`src/rtl/rr_grant_tracker.sv`:
```
// Holds the 4-way round-robin arbiter's one-hot grant for a burst, drives the rotation pointer, and blanks grant_in while the arbiter settles.
// Optional idle-beat watchdog enabled by defining GRANT_TIMEOUT_EN.
module rr_grant_tracker #(
  parameter int BURST_W = 4,
  parameter int SETTLE  = 3,
  parameter int TIMEOUT = 15
) (
  input  logic                 clk,
  input  logic                 reset,
  input  logic [3:0]           req,
  input  logic [3:0]           grant_in,
  input  logic [4*BURST_W-1:0] burst_len,
  input  logic                 beat,
  output logic [1:0]           ptr,
  output logic [3:0]           grant_out,
  output logic [1:0]           grant_idx,
  output logic                 busy,
  output logic                 done,
  output logic                 abort,
  output logic                 onehot_err,
  output logic                 timeout
);
  localparam logic [1:0] S_IDLE   = 2'd0;
  localparam logic [1:0] S_HOLD   = 2'd1;
  localparam logic [1:0] S_SETTLE = 2'd2;
  localparam int SW = (SETTLE > 1) ? $clog2(SETTLE) : 1;

  logic [1:0]         state;
  logic [BURST_W-1:0] beats_left;
  logic [SW-1:0]      settle_cnt;

  logic               gi_multi, gi_hit;
  logic [1:0]         gi_idx;
  logic [BURST_W-1:0] sel_len;
  logic               fin, own_req, rel_done, rel_abort, rel_to, rel;

  always_comb begin
    gi_multi = |(grant_in & (grant_in - 4'd1));
    gi_idx   = 2'd0;
    sel_len  = '0;
    for (int i = 0; i < 4; i++) begin
      if (grant_in[i]) begin
        gi_idx  = 2'(i);
        sel_len = burst_len[i*BURST_W +: BURST_W];
      end
    end
    gi_hit = (grant_in != 4'd0) && !gi_multi && req[gi_idx];
  end

  // Final beat outranks a simultaneous req drop; abort outranks the watchdog.
  assign fin       = beat && (beats_left == '0);
  assign own_req   = req[grant_idx];
  assign rel_done  = fin;
  assign rel_abort = !fin && !own_req;
  assign rel       = rel_done || rel_abort || rel_to;

`ifdef GRANT_TIMEOUT_EN
  localparam int TW = (TIMEOUT > 1) ? $clog2(TIMEOUT + 1) : 1;
  logic [TW-1:0] wdog;
  assign rel_to = !beat && own_req && (wdog == TW'(TIMEOUT - 1));
`else
  logic unused_timeout;
  assign rel_to         = 1'b0;
  assign unused_timeout = (TIMEOUT != 0);
  assign timeout        = 1'b0;
`endif

  always_ff @(posedge clk) begin
    if (reset) begin
      state      <= S_IDLE;
      ptr        <= 2'd0;
      grant_out  <= 4'd0;
      grant_idx  <= 2'd0;
      busy       <= 1'b0;
      done       <= 1'b0;
      abort      <= 1'b0;
      onehot_err <= 1'b0;
      beats_left <= '0;
      settle_cnt <= '0;
`ifdef GRANT_TIMEOUT_EN
      timeout    <= 1'b0;
      wdog       <= '0;
`endif
    end else begin
      done       <= 1'b0;
      abort      <= 1'b0;
      onehot_err <= 1'b0;
`ifdef GRANT_TIMEOUT_EN
      timeout    <= 1'b0;
`endif
      case (state)
        S_IDLE: begin
          if (gi_multi) begin
            onehot_err <= 1'b1;
          end else if (gi_hit) begin
            grant_out  <= grant_in;
            grant_idx  <= gi_idx;
            busy       <= 1'b1;
            beats_left <= sel_len;
            state      <= S_HOLD;
`ifdef GRANT_TIMEOUT_EN
            wdog       <= '0;
`endif
          end
        end
        S_HOLD: begin
          if (rel) begin
            grant_out <= 4'd0;
            busy      <= 1'b0;
            ptr       <= grant_idx + 2'd1;
            done      <= rel_done;
            abort     <= rel_abort;
`ifdef GRANT_TIMEOUT_EN
            timeout   <= rel_to && !rel_abort;
`endif
            if (SETTLE == 0) begin
              state <= S_IDLE;
            end else begin
              state      <= S_SETTLE;
              settle_cnt <= SW'(SETTLE - 1);
            end
          end else begin
            if (beat) beats_left <= beats_left - 1'b1;
`ifdef GRANT_TIMEOUT_EN
            wdog <= beat ? '0 : wdog + 1'b1;
`endif
          end
        end
        S_SETTLE: begin
          if (settle_cnt == '0) state <= S_IDLE;
          else settle_cnt <= settle_cnt - 1'b1;
        end
        default: state <= S_IDLE;
      endcase
    end
  end
endmodule

```
`config.mk`:
```
export PLATFORM = sky130hd
export DESIGN_NAME = rr_grant_tracker
export DESIGN_NICKNAME = d
export VERILOG_FILES = /design/src/rtl/rr_grant_tracker.sv
export SDC_FILE = /design/constraint.sdc
export NUM_CORES = 1
export LEC_CHECK = 0
export ABC_AREA = 1
export CAP_MARGIN = 10
export CORE_ASPECT_RATIO = 0.75
export CORE_UTILIZATION = 25
export CTS_CLUSTER_SIZE = 28
export DETAILED_ROUTE_END_ITERATION = 10
export PLACE_DENSITY = 0.58
export SLEW_MARGIN = 20
export SYNTH_ARGS = -nofsm -noshare
export SYNTH_HDL_FRONTEND = slang
export SYNTH_SLANG_ARGS = --single-unit
```
`constraint.sdc`:
```
create_clock -name clk -period 2.25 [get_ports clk]
set_clock_uncertainty 0.2 [all_clocks]
set_input_delay 0.45 -clock clk [delete_from_list [all_inputs] [get_ports clk]]
set_output_delay 0.45 -clock clk [all_outputs]
set_load 0.005 [all_outputs]
```
### Word level (Yosys, flattened, before mapping)

Cells that the tools add are included.

* $add $sub $neg: 4
* order comparisons: 2
* equal/unequal tests: 9
* mux-type cells: 32
* bitwise logic cells: 5
* reduce and logical (&&, ||, !) cells: 23

Operators by type and width (number)
* $mux W4: 11
* $pmux W4 S2: 2
* $mux W2: 7
* $ne A2 B2 Y1 const B: 7
* $reduce_and A4 Y1: 2
* $sub A4 B1 Y4 const B: 2
* $mux W1: 7
* $lt A2 B3 Y1 const B: 2
* $pmux W2 S3: 1
* $reduce_and A3 Y1: 2
* $reduce_and A5 Y1: 1
* $and A4 B4 Y4: 1
* $bmux W1 S2: 2
* $logic_and A1 B1 Y1: 4
* $logic_not A2 Y1: 2
* $logic_not A4 Y1: 1
* $not A1 Y1: 4
* $pmux W2 S2: 1
* $reduce_bool A2 Y1: 2
* $reduce_bool A4 Y1: 1
* $reduce_or A4 Y1: 1
* $logic_not A1 Y1: 3
* $reduce_or A3 Y1: 1
* $add A2 B1 Y2 const B: 1
* other kinds (7): 7

* register bits: 20

### Logic depth before layout (Yosys ltp)

Gate-level depths: netlist (run 1).

* depth after elaboration: 9
* depth in mapped cells: 11

### Worst setup path after synthesis (run 1)

No wires, ideal clock.

* path type: input to register
* from: input port grant_in[1]
* to: register beats_left[1]
* setup time: 0.114 ns
* arrival time: 1.295 ns
* required time: 1.936 ns
* setup slack: 0.641 ns
* stages: 9
* path buffers: 1
* cells stage by stage: buf_2 -> a21oi_4 -> nand2_2 -> nand2_4 -> nand3_4 -> nand2_4 -> nand2_4 -> nor2_1 -> nor2_2

* cells in the longest elaborated chain, start to end: 8
* elaborated cells between the ends (all ways): 21

RTL lines
* start, declared: RTL line 11 `input logic [3:0] grant_in,`
* $sub A4 B1 Y4 or $mux W1 (tied branches): RTL line 38, 42
* $and A4 B4 Y4 or $mux W2 (tied branches): RTL line 38, 42
* $reduce_or A4 Y1 or $mux W2 (tied branches): RTL line 38, 42
* $logic_not A1 Y1 or $bmux W1 S2 (tied branches): RTL line 47 `gi_hit = (grant_in != 4'd0) && !gi_multi && req[gi_idx];`
* $logic_and A1 B1 Y1 or $mux W1 (tied branches): RTL line 47
* $logic_and A1 B1 Y1: RTL line 47
* $ne A2 B2 Y1 (no source line)
* $reduce_and A5 Y1 (no source line)
* end signal, assigned: RTL line 99 `beats_left <= sel_len;`
* end signal, assigned: RTL line 123 `if (beat) beats_left <= beats_left - 1'b1;`
* end, declared: RTL line 29 `logic [BURST_W-1:0] beats_left;`

Several ways; a longest one is shown, not always the timed one. The select of a mux whose other input is x is not followed.
A chain may end at the register's enable or synchronous reset.

### Worst setup path after layout (run 1)

* from: register grant_idx[0]
* to: output port grant_idx[0]

RTL lines
* start, declared: RTL line 16 `output logic [1:0] grant_idx,`
* start signal, assigned: RTL line 97 `grant_idx <= gi_idx;`

No word-level cell between the ends.

==> impl_metrics.yaml, run 1 <==
die:
  die_w_um: 83.5
  initial_utilization_pct: 26.9
  rows: 21
  die_area_mm2: 0.00527
  core-area_mm2: 0.00462
  pin_count: 40
  die_h_um: 63.1
clocking:
  clk_latency_ns: 0.26
  cts_resized: 0
  hold_buffers: 0
  ctsLongestPathBuffers: 2
  cts_sinks: 20
  cts-root-buf: "clkbuf_8"
  cts_made_buffers: 3
  cts_tree: "done"
  cts_setup_buffers: 0
  path_clk_slew_ns: 0.07
  htree_levels: 1
synthesis:
  avgSynthCellArea_um2: 6.80
  synth_warnings: 0
  syn_area_mm2: 0.00124
  syn_nets: 213
  yosys.area.top_type_share_pct: 32.2
  yosysSeqAreaShare_pct: 32.2
  synth.distinct_cells: 30
  postSynth.asyncResetShare_pct: 0
  synthFlopType: "dfxtp_1"
  yosys.area.top_type: "dfxtp_1"
  synth-edff-count: 0
  synthCells: 183
  synth_seq_cells: 20
  synthTopCellsByArea: "dfxtp_1, nand2_1, a21oi_1"
global_route:
  grt_pass1_wl_um: 5130
  antenna_found_initial: 0
  grt_max_degree: 13
  grt-ovfl-total: 0
  grt_pass1_vias: 1103
  grt.total_usage_pct: 11.9
detailed_routing:
  vias_per_cell: 4.44
  drcViolationCount: 0
  antenna_left: 0
  wl_um: 3190
  drt_iter0_drc: 53
  vias: 1266
  wl_per_cell_um: 11.2
  firstDrtPassIters: 4
power:
  p_sw_mw: 0.297
  pwr_density_cell_mw_per_mm2: 587
  swShare_pct: 28.1
  leakagePower_nw: 0.767
  power_frac_seq_pct: 37.7
  combPwrFrac_pct: 28.3
  clockPowerShare_pct: 34.0
  irDropWorstVdd_mv: 0.378
  p_int_mw: 0.760
timing:
  max_freq_ghz: 0.512
  setup_ws_ns: 0.298
  fin_crit_sh_pct: 86.8
  rsz0062_at_grt: "no"
  fin_crit_ns: 1.95
  drv_slew: 0
  finalSetupViolCount: 0
  tns_ns: 0
  hold_viol_final: 0
placement:
  dpl.hpwl_um: 2490
  place_ws_ns: 0.0763
  gp_congestion: 0.746
  io_buffers: 38
cells_and_area:
  fill_cells: 488
  diodes: 0
  synthToLayoutAreaGrowth_pct: 44.5
  layout_commonest_cell: "nand2_1"
  fin_nets: 259
  drive_above_1_share_pct: 14.5
  mostFrequentLayoutCells: "nand2_1, clkdlybuf4s50_1, inv_1"
setup_path:
  worst_ep_required_time_ns: 1.60
  cpMaxStageDelayCell: "clkdlybuf4s50_1"
  cp_max_fo: 7
  start_kind: "register"
  endpoint_kind: "output port"
  arrival_ns: 1.30
  r2r-start: "beats_left[0]"
  cp_num_buf_inv: 1
  worstSetupStartpoint: "grant_idx[0]"
  critPathTopFamily: "buffers and inverters"
  path_cells: "clkdlybuf4s50_1"
  max_stage_delay_ns: 0.57
  crit_type: "register to output port"
min_path:
  hold_path.class: "register to register"
  hp-start: "settle_cnt[0]"
job:
  maxCapViolations: 0
run_status:
  status: "finished clean"
==> kinds of logic (layout without fill, tap and decap cells) <==
kind of cell	Yosys count	after routing	synth area share, %
XOR/XNOR	2	2	1.41
other	1	1	0.301
flip-flops	20	20	32.2
buffers and inverters	29	74	9.35
AND/OR/NAND/NOR	97	97	38.6
AO/OA/AOI/OAI	31	31	15.2
adder cells (fa/ha/maj)	3	3	3.02
==> routing by layer <==
metal	track usage [%]	vias up	share of wire (%)
li1	-	672	-
met5	0	-	0
met2	16.6	36	39
met4	1.91	0	0
met1	18.1	558	54
met3	3.41	0	7.0
==> power groups by stage <==
stage / clock network (mW) / logic [mW] / registers [mW]
floorplan: 0 / 0.176 / 0.404
global placement: 0 / 0.299 / 0.407
detailed placement: 0 / 0.296 / 0.407
CTS: 0.375 / 0.300 / 0.399
global route: 0.384 / 0.333 / 0.402
finish: 0.359 / 0.299 / 0.399
==> area by class of cell <==
cell class	count	area [um^2]	share of cell area, %
multi-input cells	134	728	40.5
repair buffers	45	433	24.1
flip-flops and latches	20	400	22.3
inverters	25	95.1	5.29
well taps	57	71.3	3.96
clock buffers	3	41.3	2.29
clock inverters	1	30.0	1.67
==> sequential cells by signal (all words and copies together), names as in the netlist, 2 cells and up <==
name        flops
beats_left      4
grant_idx       2
grant_out       4
ptr             2
settle_cnt      2
state           2
==> path summary, 6_finish.rpt <==
kind                                      end  slack (ns)  cells past startpoint
worst max-delay path             grant_idx[0]        0.30                      1
worst min-delay path            settle_cnt[0]        0.26                      2
worst max register to register  settle_cnt[1]        0.48                      8
worst min register to register  settle_cnt[0]        0.26                      2
==> per-stage QoR <==
stage	area [um^2]	utilization, %	std cells	hold WS, ns	total power, mW
floorplan	1240	-	183	0.243	0.581
global placement	1730	37.4	281	0.252	0.706
detailed placement	1730	37.4	281	0.258	0.703
CTS	1800	38.9	285	0.271	1.07
global route	1800	38.9	285	0.285	1.12
finish	1800	38.9	285	0.264	1.06
==> cell usage after synthesis, types with 2 or more instances <==
cell,instances
inv_1,21
nor3_1,2
o21ai_0,7
nand3_1,12
nor2_1,16
nor2_2,3
nand2_2,3
inv_2,3
nand2_4,4
a21oi_1,18
a21oi_4,2
dfxtp_1,20
nand3_2,2
nand2_1,51
buf_2,2
ha_1,3
No activity file was read; power rests on OpenSTA's default activity.
==> inputs of run 2 (changes only) <==
Settings changed: CORE_ASPECT_RATIO 0.75 to default, SKIP_LAST_GASP from default to 1.
==> run 2 against run 1 <==
  * Sequential share of layout area is 0.22 points higher
  * Fmax is 1.7% lower
  * Combinational power is 1% lower
  * Largest cell class unchanged
  * Largest power group unchanged
  * Highest routed layer is now met4
==> impl_metrics.yaml, run 2 (synthesis gave the netlist of run 1 again) <==
placement:
  place_ws_ns: 0.0636
  gp_congestion: 0.766
  dpl.hpwl_um: 2470
  place_inst: 291
  placed_area_mm2: 0.00174
  io_buffers: 38
detailed_routing:
  vias: 1257
  firstDrtPassIters: 4
  drcViolationCount: 0
  wl_um: 3040
  antenna_left: 0
  drt_iter0_drc: 53
  wl_per_cell_um: 10.3
  vias_per_cell: 4.28
setup_path:
  max_stage_delay_ns: 0.58
  critPathTopFamily: "buffers and inverters"
  cp_max_fo: 7
  cpMaxStageDelayCell: "clkdlybuf4s50_1"
  crit_type: "register to output port"
  cp_num_buf_inv: 1
  path_cells: "clkdlybuf4s50_1"
  start_kind: "register"
  worst_ep_required_time_ns: 1.60
  endpoint_kind: "output port"
  arrival_ns: 1.34
clocking:
  cts-root-buf: "clkbuf_8"
  cts_setup_buffers: 0
  path_clk_slew_ns: 0.06
  cts_tree: "done"
  cts_resized: 0
  hold_buffers: 0
  cts_sinks: 20
  htree_levels: 1
  ctsLongestPathBuffers: 2
  cts_made_buffers: 3
  clk_latency_ns: 0.26
run_status:
  status: "finished clean"
cells_and_area:
  mostFrequentLayoutCells: "nand2_1, clkdlybuf4s50_1, inv_1"
  layout_commonest_cell: "nand2_1"
  instances_no_fill: 294
  synthToLayoutAreaGrowth_pct: 43.1
  final_area_mm2: 0.00178
  fin_util_pct: 37.5
  diodes: 0
  reg.largest.list: "beats_left x4, grant_out x4"
  drive_above_1_share_pct: 14.1
  fill_cells: 531
  fin_nets: 259
timing:
  setup_ws_ns: 0.264
  rsz0062_at_grt: "no"
  finalSetupViolCount: 0
  fin_crit_ns: 1.99
  max_freq_ghz: 0.504
  hold_slack_ns: 0.262
  fin_crit_sh_pct: 88.3
  drv_slew: 0
  hold_viol_final: 0
  tns_ns: 0
die:
  die_area_mm2: 0.00527
  rows: 25
  die_w_um: 72.6
  pin_count: 40
  core-area_mm2: 0.00475
  initial_utilization_pct: 26.2
  die_h_um: 72.6
global_route:
  grt_max_degree: 13
  grt.total_usage_pct: 12.3
  antenna_found_initial: 0
  grt_pass1_wl_um: 5110
  grt-ovfl-total: 0
  grt_pass1_vias: 1169
power:
  leakagePower_nw: 0.753
  pwr_density_cell_mw_per_mm2: 518
  totalPowerFinal_mw: 0.924
  irDropWorstVdd_mv: 0.366
min_path:
  hold_path.class: "register to register"
job:
  maxCapViolations: 0
run 2: changes by cell type in the layout (fill, tap and decap cells not counted):
cell / before / now
bufinv_16: 1 / 0
run 2: layer usage:
metal	routed length [um]	track usage [%]	vias up
li1	-	-	669
met5	0	0	-
met3	88	3.06	2
met2	1460	21.2	15
met1	1470	15.4	571
met4	17	2.61	0
run 2: worst paths after layout:
check,startpoint,to,slack (ns),cells after the start
min reg2reg,grant_out[1],grant_out[1],0.26,2
min,grant_out[1],grant_out[1],0.26,2
max,grant_idx[0],grant_idx[0],0.26,1
max reg2reg,beats_left[0],grant_out[2],0.52,9
run 2: area by class of cell:
| class | instances | area (um^2) | share of cell area [%] |
|---|---|---|---|
| Tap cell | 67 | 83.8 | 4.71 |
| Timing Repair Buffer | 45 | 433 | 24.3 |
| Multi-Input combinational cell | 134 | 728 | 40.9 |
| Sequential cell | 20 | 400 | 22.5 |
| Inverter | 25 | 95.1 | 5.34 |
| Clock buffer | 3 | 41.3 | 2.32 |
run 2: power by group:
group	switching, mW	leakage, nW	internal (mW)
combinational	0.153	0.569	0.141
sequential	0.0180	0.163	0.381
clock	0.112	0.0216	0.119
total	0.283	0.753	0.641
run 2: tightest hold or removal path: stages (launching register included):
cell and delay, ns:
dfxtp_1 0.31, nand2_1 0.06, a21oi_1 0.05
